$ cat src/rtl/serial_pkg.sv
// Shared definitions for the serial link: chunk headers, default sizing and TX FSM states.
package serial_pkg;

  localparam logic [2:0] HDR_START = 3'b100;
  localparam logic [2:0] HDR_END   = 3'b111;

  localparam int unsigned NDefault          = 30;
  localparam int unsigned ClksPerBitDefault = 10417;

  typedef enum logic [2:0] {
    StIdle,
    StStart,
    StData,
    StStop,
    StDone
  } tx_state_e;

endpackage

$ cat src/rtl/baud_gen.sv
// Bit-period timer: free-running 0..CLKS_PER_BIT-1 counter with synchronous clear and a
// one-cycle tick on the last count of each bit period.
module baud_gen #(
  parameter int unsigned CLKS_PER_BIT = 4
) (
  input  logic clk,
  input  logic reset,
  input  logic clear,
  output logic tick
);

  localparam int unsigned CntW = $clog2(CLKS_PER_BIT);

  logic [CntW-1:0] cnt_q, cnt_d;

  assign tick = (cnt_q == CntW'(CLKS_PER_BIT - 1));

  always_comb begin
    cnt_d = cnt_q + CntW'(1);
    if (clear || tick) begin
      cnt_d = '0;
    end
  end

  always_ff @(posedge clk or negedge reset) begin
    if (!reset) begin
      cnt_q <= '0;
    end else begin
      cnt_q <= cnt_d;
    end
  end

endmodule

$ cat src/rtl/serial_tx.sv
// UART 8N1 transmitter: sends one n-bit chunk as BYTES bytes, most-significant byte first,
// LSB first within each byte, and counts completed chunks.
module serial_tx
  import serial_pkg::*;
#(
  parameter int unsigned n            = NDefault,
  parameter int unsigned CLKS_PER_BIT = ClksPerBitDefault
) (
  input  logic         clk,
  input  logic         reset,
  input  logic [n:1]   tx_data,
  input  logic         tx_valid,
  output logic         tx_ready,
  output logic         txD,
  output logic         busy,
  output logic [9:0]   word_count
);

  localparam int unsigned BYTES = (n + 7) / 8;
  localparam int unsigned ShW   = 8 * BYTES;
  localparam int unsigned ByteW = (BYTES > 1) ? $clog2(BYTES) : 1;

  tx_state_e        state_q, state_d;
  logic [ShW-1:0]   shreg_q, shreg_d;
  logic [2:0]       bit_q, bit_d;
  logic [ByteW-1:0] byte_q, byte_d;
  logic [9:0]       wc_q, wc_d;
  logic             txd_q, txd_d;
  logic             ready_q, ready_d;
  logic             busy_q, busy_d;

  logic       tick;
  logic       baud_clear;
  logic       accept;
  logic [7:0] cur_byte;

  assign accept   = tx_valid && ready_q;
  assign cur_byte = shreg_q[ShW-1 -: 8];

  baud_gen #(
    .CLKS_PER_BIT(CLKS_PER_BIT)
  ) u_baud_gen (
    .clk  (clk),
    .reset(reset),
    .clear(baud_clear),
    .tick (tick)
  );

  always_comb begin
    state_d    = state_q;
    shreg_d    = shreg_q;
    bit_d      = bit_q;
    byte_d     = byte_q;
    wc_d       = wc_q;
    txd_d      = txd_q;
    baud_clear = 1'b0;

    unique case (state_q)
      StIdle, StDone: begin
        state_d = StIdle;
        txd_d   = 1'b1;
        if (accept) begin
          // Clearing the baud timer here gives the first start bit its full width.
          state_d    = StStart;
          shreg_d    = ShW'(tx_data);
          bit_d      = '0;
          byte_d     = '0;
          baud_clear = 1'b1;
          txd_d      = 1'b0;
        end
      end
      StStart: begin
        if (tick) begin
          state_d = StData;
          bit_d   = '0;
          txd_d   = cur_byte[0];
        end
      end
      StData: begin
        if (tick) begin
          if (bit_q == 3'd7) begin
            state_d = StStop;
            txd_d   = 1'b1;
          end else begin
            bit_d = bit_q + 3'd1;
            txd_d = cur_byte[bit_q + 3'd1];
          end
        end
      end
      StStop: begin
        if (tick) begin
          if (byte_q == ByteW'(BYTES - 1)) begin
            state_d = StDone;
            wc_d    = wc_q + 10'd1;
            txd_d   = 1'b1;
          end else begin
            state_d = StStart;
            byte_d  = byte_q + ByteW'(1);
            shreg_d = shreg_q << 8;
            txd_d   = 1'b0;
          end
        end
      end
      default: begin
        state_d = StIdle;
        txd_d   = 1'b1;
      end
    endcase

    ready_d = (state_d == StIdle) || (state_d == StDone);
    busy_d  = (state_d == StStart) || (state_d == StData) || (state_d == StStop);
  end

  always_ff @(posedge clk or negedge reset) begin
    if (!reset) begin
      state_q <= StIdle;
      shreg_q <= '0;
      bit_q   <= '0;
      byte_q  <= '0;
      wc_q    <= '0;
      txd_q   <= 1'b1;
      ready_q <= 1'b1;
      busy_q  <= 1'b0;
    end else begin
      state_q <= state_d;
      shreg_q <= shreg_d;
      bit_q   <= bit_d;
      byte_q  <= byte_d;
      wc_q    <= wc_d;
      txd_q   <= txd_d;
      ready_q <= ready_d;
      busy_q  <= busy_d;
    end
  end

  assign tx_ready   = ready_q;
  assign txD        = txd_q;
  assign busy       = busy_q;
  assign word_count = wc_q;

endmodule
$ cat config.mk
export PLATFORM = sky130hd
export DESIGN_NAME = serial_tx
export DESIGN_NICKNAME = d
export VERILOG_FILES = /design/src/rtl/serial_pkg.sv /design/src/rtl/baud_gen.sv /design/src/rtl/serial_tx.sv
export SDC_FILE = /design/constraint.sdc
export NUM_CORES = 1
export LEC_CHECK = 0
export BUFFER_PORTS_ARGS = -buffer_cell sky130_fd_sc_hd__buf_4
export CORE_MARGIN = 2
export CORE_UTILIZATION = 57
export DETAILED_ROUTE_END_ITERATION = 7
export GPL_ROUTABILITY_DRIVEN = 0
export PLACE_DENSITY = 0.79
export SETUP_SLACK_MARGIN = 0.5
export SLEW_MARGIN = 10
export SYNTH_ARGS = -nofsm -noshare
export SYNTH_HDL_FRONTEND = slang
export SYNTH_SLANG_ARGS = --single-unit
$ cat constraint.sdc
create_clock -name clk -period 3.05 [get_ports clk]
set_input_delay 0.1525 -clock clk [delete_from_list [all_inputs] [get_ports clk]]
set_output_delay 0.1525 -clock clk [all_outputs]
set_load 0.03 [all_outputs]
# Word-level counts from Yosys, hierarchy flattened
# Cells that the tools add are included.
# Widths: inputs -> output; s select.
[word_totals]
regBits = 67
latch_bits = 0
mem_bits_rw = 0
romBits = 0
inputBits = 33
out_inout_bits = 13
n_memories = 0
[op_classes]
addsub = 4
n_mul = 0
n_div = 0
magnitude_cmp = 1
eq_ne = 17
n_shift = 0
mux = 32
bitwise = 0
reduce_logical = 14
[ops]
columns = ["cell", "count"]
rows = [
  ["$mux 32", 3],
  ["$pmux 32 s2", 1],
  ["$mux 3", 9],
  ["$add 14x1->14 const B", 1],
  ["$eq 14x14->1 const B", 1],
  ["$mux 14", 1],
  ["$eq 3x2->1 const B", 4],
  ["$pmux 3 s4", 1],
  ["$add 10x1->10 const B", 1],
  ["$mux 1", 10],
  ["$eq 3x3->1 const B", 3],
  ["$pmux 3 s3", 1],
  ["$eq 3x1->1 const B", 2],
  ["$logic_not 3->1", 2],
  ["$mux 2", 3],
  ["$ne 2x1->1 const B", 3],
  ["$ne 2x2->1 const B", 3],
  ["$reduce_and 3->1", 2],
  ["$reduce_and 5->1", 1],
  ["$logic_or 1x1->1", 4],
  ["$lt 3x4->1 const B", 1],
  ["$pmux 1 s4", 1],
  ["$pmux 2 s2", 1],
  ["$reduce_and 4->1", 1],
  ["8 further kinds", 8],
]

# Logic depth before layout (Yosys ltp)
[logic_depth]
ltp_word = 7
mapped_depth = 8
ltp_nobuf = 6

# Modules after synthesis
# A second synthesis with hierarchy kept.
[hier_totals]
cells_unflattened = 311
hier_area_um2 = 3199.3
[modules_own_cells]
columns = ["mod", "instances", "cells_each", "area_per_inst_um2", "seq_area_each_um2"]
rows = [
  ["serial_tx", 1, 237, 2484.9, 1328.8],
  ["baud_gen", 1, 74, 714.4, 350.3],
]

# Worst setup path before layout
# Ideal clock, no wire load.
[synth_path]
kind = "register to register"
startpoint = "reg u_baud_gen.cnt_q[10]"
endpoint = "reg shreg_q[16]"
setup_time_ns = 0.125
arrival_time_ns = 2.201
required_ns = 2.925
slack_ns = 0.724
stages_incl_launch_ff = 6
n_path_buf = 1
period_less_slack_ns = 2.326
cell_sequence = "dfrtp_1 > or4_1 > or4_4 > a2bb2oi_4 > buf_12 > mux2_4"
[synth_between]
elab_chain_len = 3
[synth_rtl]
columns = ["element", "line", "source"]
rows = [
  ["start, declared", "baud_gen.sv:14", "logic [CntW-1:0] cnt_q, cnt_d;"],
  ["start signal, assigned", "baud_gen.sv:29", "cnt_q <= cnt_d;"],
  ["$eq 14x14->1", "baud_gen.sv:16", "assign tick = (cnt_q == CntW'(CLKS_PER_BIT - 1));"],
  ["$ne 2x1->1 (no source line)", "--", ""],
  ["$reduce_and 4->1 (no source line)", "--", ""],
  ["end signal, assigned", "serial_tx.sv:126", "shreg_q <= shreg_d;"],
  ["end, declared", "serial_tx.sv:24", "logic [ShW-1:0] shreg_q, shreg_d;"],
]
# Every way passes these cells.
# A chain may end at the register's enable or synchronous reset.

# Worst setup path after layout
[layout_path]
startpoint = "reg u_baud_gen.cnt_q[10]"
endpoint = "reg shreg_q[10]"
# The elaborated chain is that of the path after synthesis.

==> run summary <==
status: finished, final reports clean
LEAKAGE: 1.98 nW
Global Route Usage Sum: 0.207
initial antenna violation count: 0
WL final: 6.47 mm
DIE AREA: 6730 um2
number of nets in the final layout: 366
CTS Buffer Depth: 2
Req. time, crit path: 3.27 ns
final period utilization: 0.782
cell family with most CP delay: simple AND/OR/NAND/NOR gates
crit path kind: reg2reg
post_cts resized: 0
hold crit path type: in2reg
Bufs and invs on worst path: 1
Worst VDD drop: 0.301 mV
H-tree depth: 3
core footprint: 5890 um2
final hold slack: 0.0314 ns
critical path, cell by cell: or4_1, or4_4, a2bb2oi_4, buf_12, mux2_2
Power Dens Cells: 410 nW/um2
ys async rst share: 1.00
EDFF count, synth: 0
clk sink count: 67
endpoint class of the critical path: register
TritonRoute pass-1 iters: 4
final hold viol count: 0
post-synthesis sequential area ratio: 0.484
num rows: 28
Ant. Diodes: 0
Synth warnings: 0
Vias/cell: 5.60
First DRT Iteration DRCs: 105
RSZ-0062 raised after global routing: no
final setup violating endpoints: 0
Max FO, Critical Path: 26
most common cell after layout, fill and taps aside: dfrtp_1
number of max-cap violations: 0
die extent in x: 82.0 um
Die H: 82.0 um
Slew HR: 0.441
setup slack, reg-to-reg: 0.67 ns
first-pass GRT wire length: 10.4 mm
Final Critical Period: 2.38 ns
via count: 2275
fillers: 442
IO buf count: 45
final instance area: 4070 um2
Yosys reg bits: 67
share of layout cells above drive strength 1: 0.384
Max Fclk: 419 MHz
Main synth FF type: dfrtp_1
slowest stage delay, CP: 0.59 ns
wire length per cell: 15.9 um
synthesized cell area: 3470 um2
CP Launch Type: register
fin. max-slew vios: 0
most frequent cells in the layout: 65 x dfrtp_1, 46 x buf_4, 27 x mux2_2
worst slew pin tran: 0.839 ns
ANT nets after route: 0
largest net degree at the start of global routing: 68
Final HPWL DP: 4.23 mm
Clock Latency Late Sink: 0.34 ns
FF-to-FF Start: u_baud_gen.cnt_q[10]$_DFF_PN0_
CTS Buf Count: 9
Clock Pin Slew Worst Setup and Hold Paths: 0.07 ns
TNS Setup: 0 ns
CTS tree: yes
CTS root buf: clkbuf_8
Initial Utilization: 0.589
vias in the first global route: 2196
Final Skew: 0.00688 ns
area grow syn2layout: 17.2%
CP max stage cell: or4_1
Post-Syn Instances: 279
CP startpoint: u_baud_gen.cnt_q[10]$_DFF_PN0_
post-placement cell area: 3830 um2
crit path DAT: 2.61 ns
min-delay src: tx_data[7]
post-synth cell types: 46
residual DRC count: 0
I/O pin count: 46
Mapped Nets: 318
syn_area_per_cell: 12.4 um2
gr ovfl total: 0
-- final timing paths --
path | to | depth (start not counted)
hold / removal | shreg_q[6]$_DFFE_PN0P_ | 2
hold reg to reg | word_count[9]$_DFFE_PN0P_ | 1
setup / recovery | shreg_q[10]$_DFFE_PN0P_ | 5
max in group asynchronous | u_baud_gen.cnt_q[0]$_DFF_PN0_ | 2
min in group asynchronous | u_baud_gen.cnt_q[9]$_DFF_PN0_ | 2
setup reg to reg | shreg_q[10]$_DFFE_PN0P_ | 5
-- metal layers --
metal / vias to the layer above / GRT usage / share of wire
li1: 1094 / - / -
met1: 1126 / 0.279 / 0.46
met2: 44 / 0.318 / 0.48
met3: 11 / 0.0560 / 0.037
met4: 0 / 0.0833 / 0.018
met5: - / 0 / 0
-- cells by family after synthesis --
| group | Yosys count | synth area share |
|---|---|---|
| AOI/OAI and AO/OA | 24 | 0.0631 |
| xor gates and xnor gates | 20 | 0.0505 |
| adders and majority gates | 6 | 0.0216 |
| buffers and inverters | 23 | 0.0389 |
| DFF | 67 | 0.484 |
| muxes | 57 | 0.203 |
| and+or+nand+nor | 82 | 0.139 |
-- power breakdown --
| part | internal, mW | switching, mW | leakage, nW |
|---|---|---|---|
| clock | 0.401 | 0.314 | 0.105 |
| sequential | 0.889 | 0 | 0.884 |
| combinational | 0.0368 | 0.0261 | 0.995 |
-- worst reg2reg max path: cells and delay by family (launching register included) --
kind / cells / cell delay (ns)
AND/OR/NAND/NOR: 2 / 1.10
flip-flops: 1 / 0.41
AO/OA/AOI/OAI: 1 / 0.17
multiplexers: 1 / 0.36
buffers and inverters: 1 / 0.22
-- synth_stat cells (3+ instances only) --
cell      count  area, um2
nand4_1       4       25.0
xnor2_1       8       70.1
ha_1          6       75.1
xor2_1       12        105
nor3_2        3       30.0
nor3_1        4       20.0
nand3b_1      3       22.5
dfrtp_1      65       1630
clkbuf_1      8       30.0
inv_1        10       37.5
nor4_2        4       50.1
nand3_1      10       50.1
and3_1        5       31.3
mux2i_1      11        110
nand2_1       8       30.0
o21ai_0       3       15.0
a21oi_1       4       20.0
mux2_4       17        255
a22o_1       10       87.6
nor2_1       26       97.6
mux2_2       27        304
-- metrics by stage --
stage / util / setup WS (ns) / instances / power [mW]
6_report: 0.691 / 0.665 / 406 / 1.67
5_1_grt: 0.691 / 0.599 / 406 / 1.73
4_1_cts: 0.686 / 0.521 / 404 / 1.68
3_5_place_dp: 0.651 / 0.540 / 388 / 0.969
3_3_place_gp: 0.651 / 0.572 / 388 / 0.968
2_1_floorplan: - / 0.724 / 279 / 0.919
-- cell type report --
cell class                      instances  area, um2  share of cell area
Inverter                               10       37.5             0.00923
Clock buffer                           14        193              0.0474
Timing Repair Buffer                   49        395              0.0972
Tap cell                               75       93.8              0.0231
Sequential cell                        67       1680               0.413
Clock inverter                          1       5.00             0.00123
Multi-Input combinational cell        190       1660               0.409
-- state kept, by name, summed over array words and instances (netlist names) --
signal            cells
busy                  1
tx_ready              1
shreg_q              32
u_baud_gen.cnt_q     14
state_q               3
byte_q                2
txD                   1
bit_q                 3
word_count           10
-- timing repair --
action / 4_1_cts / 5_1_grt
hold endpoints to repair: 65 / 0
setup endpoints to repair: 0 / 23
hold buffers: 1 / 0
buffers inserted: 0 / 1
Note: power is estimated with default switching activity, not from simulation.
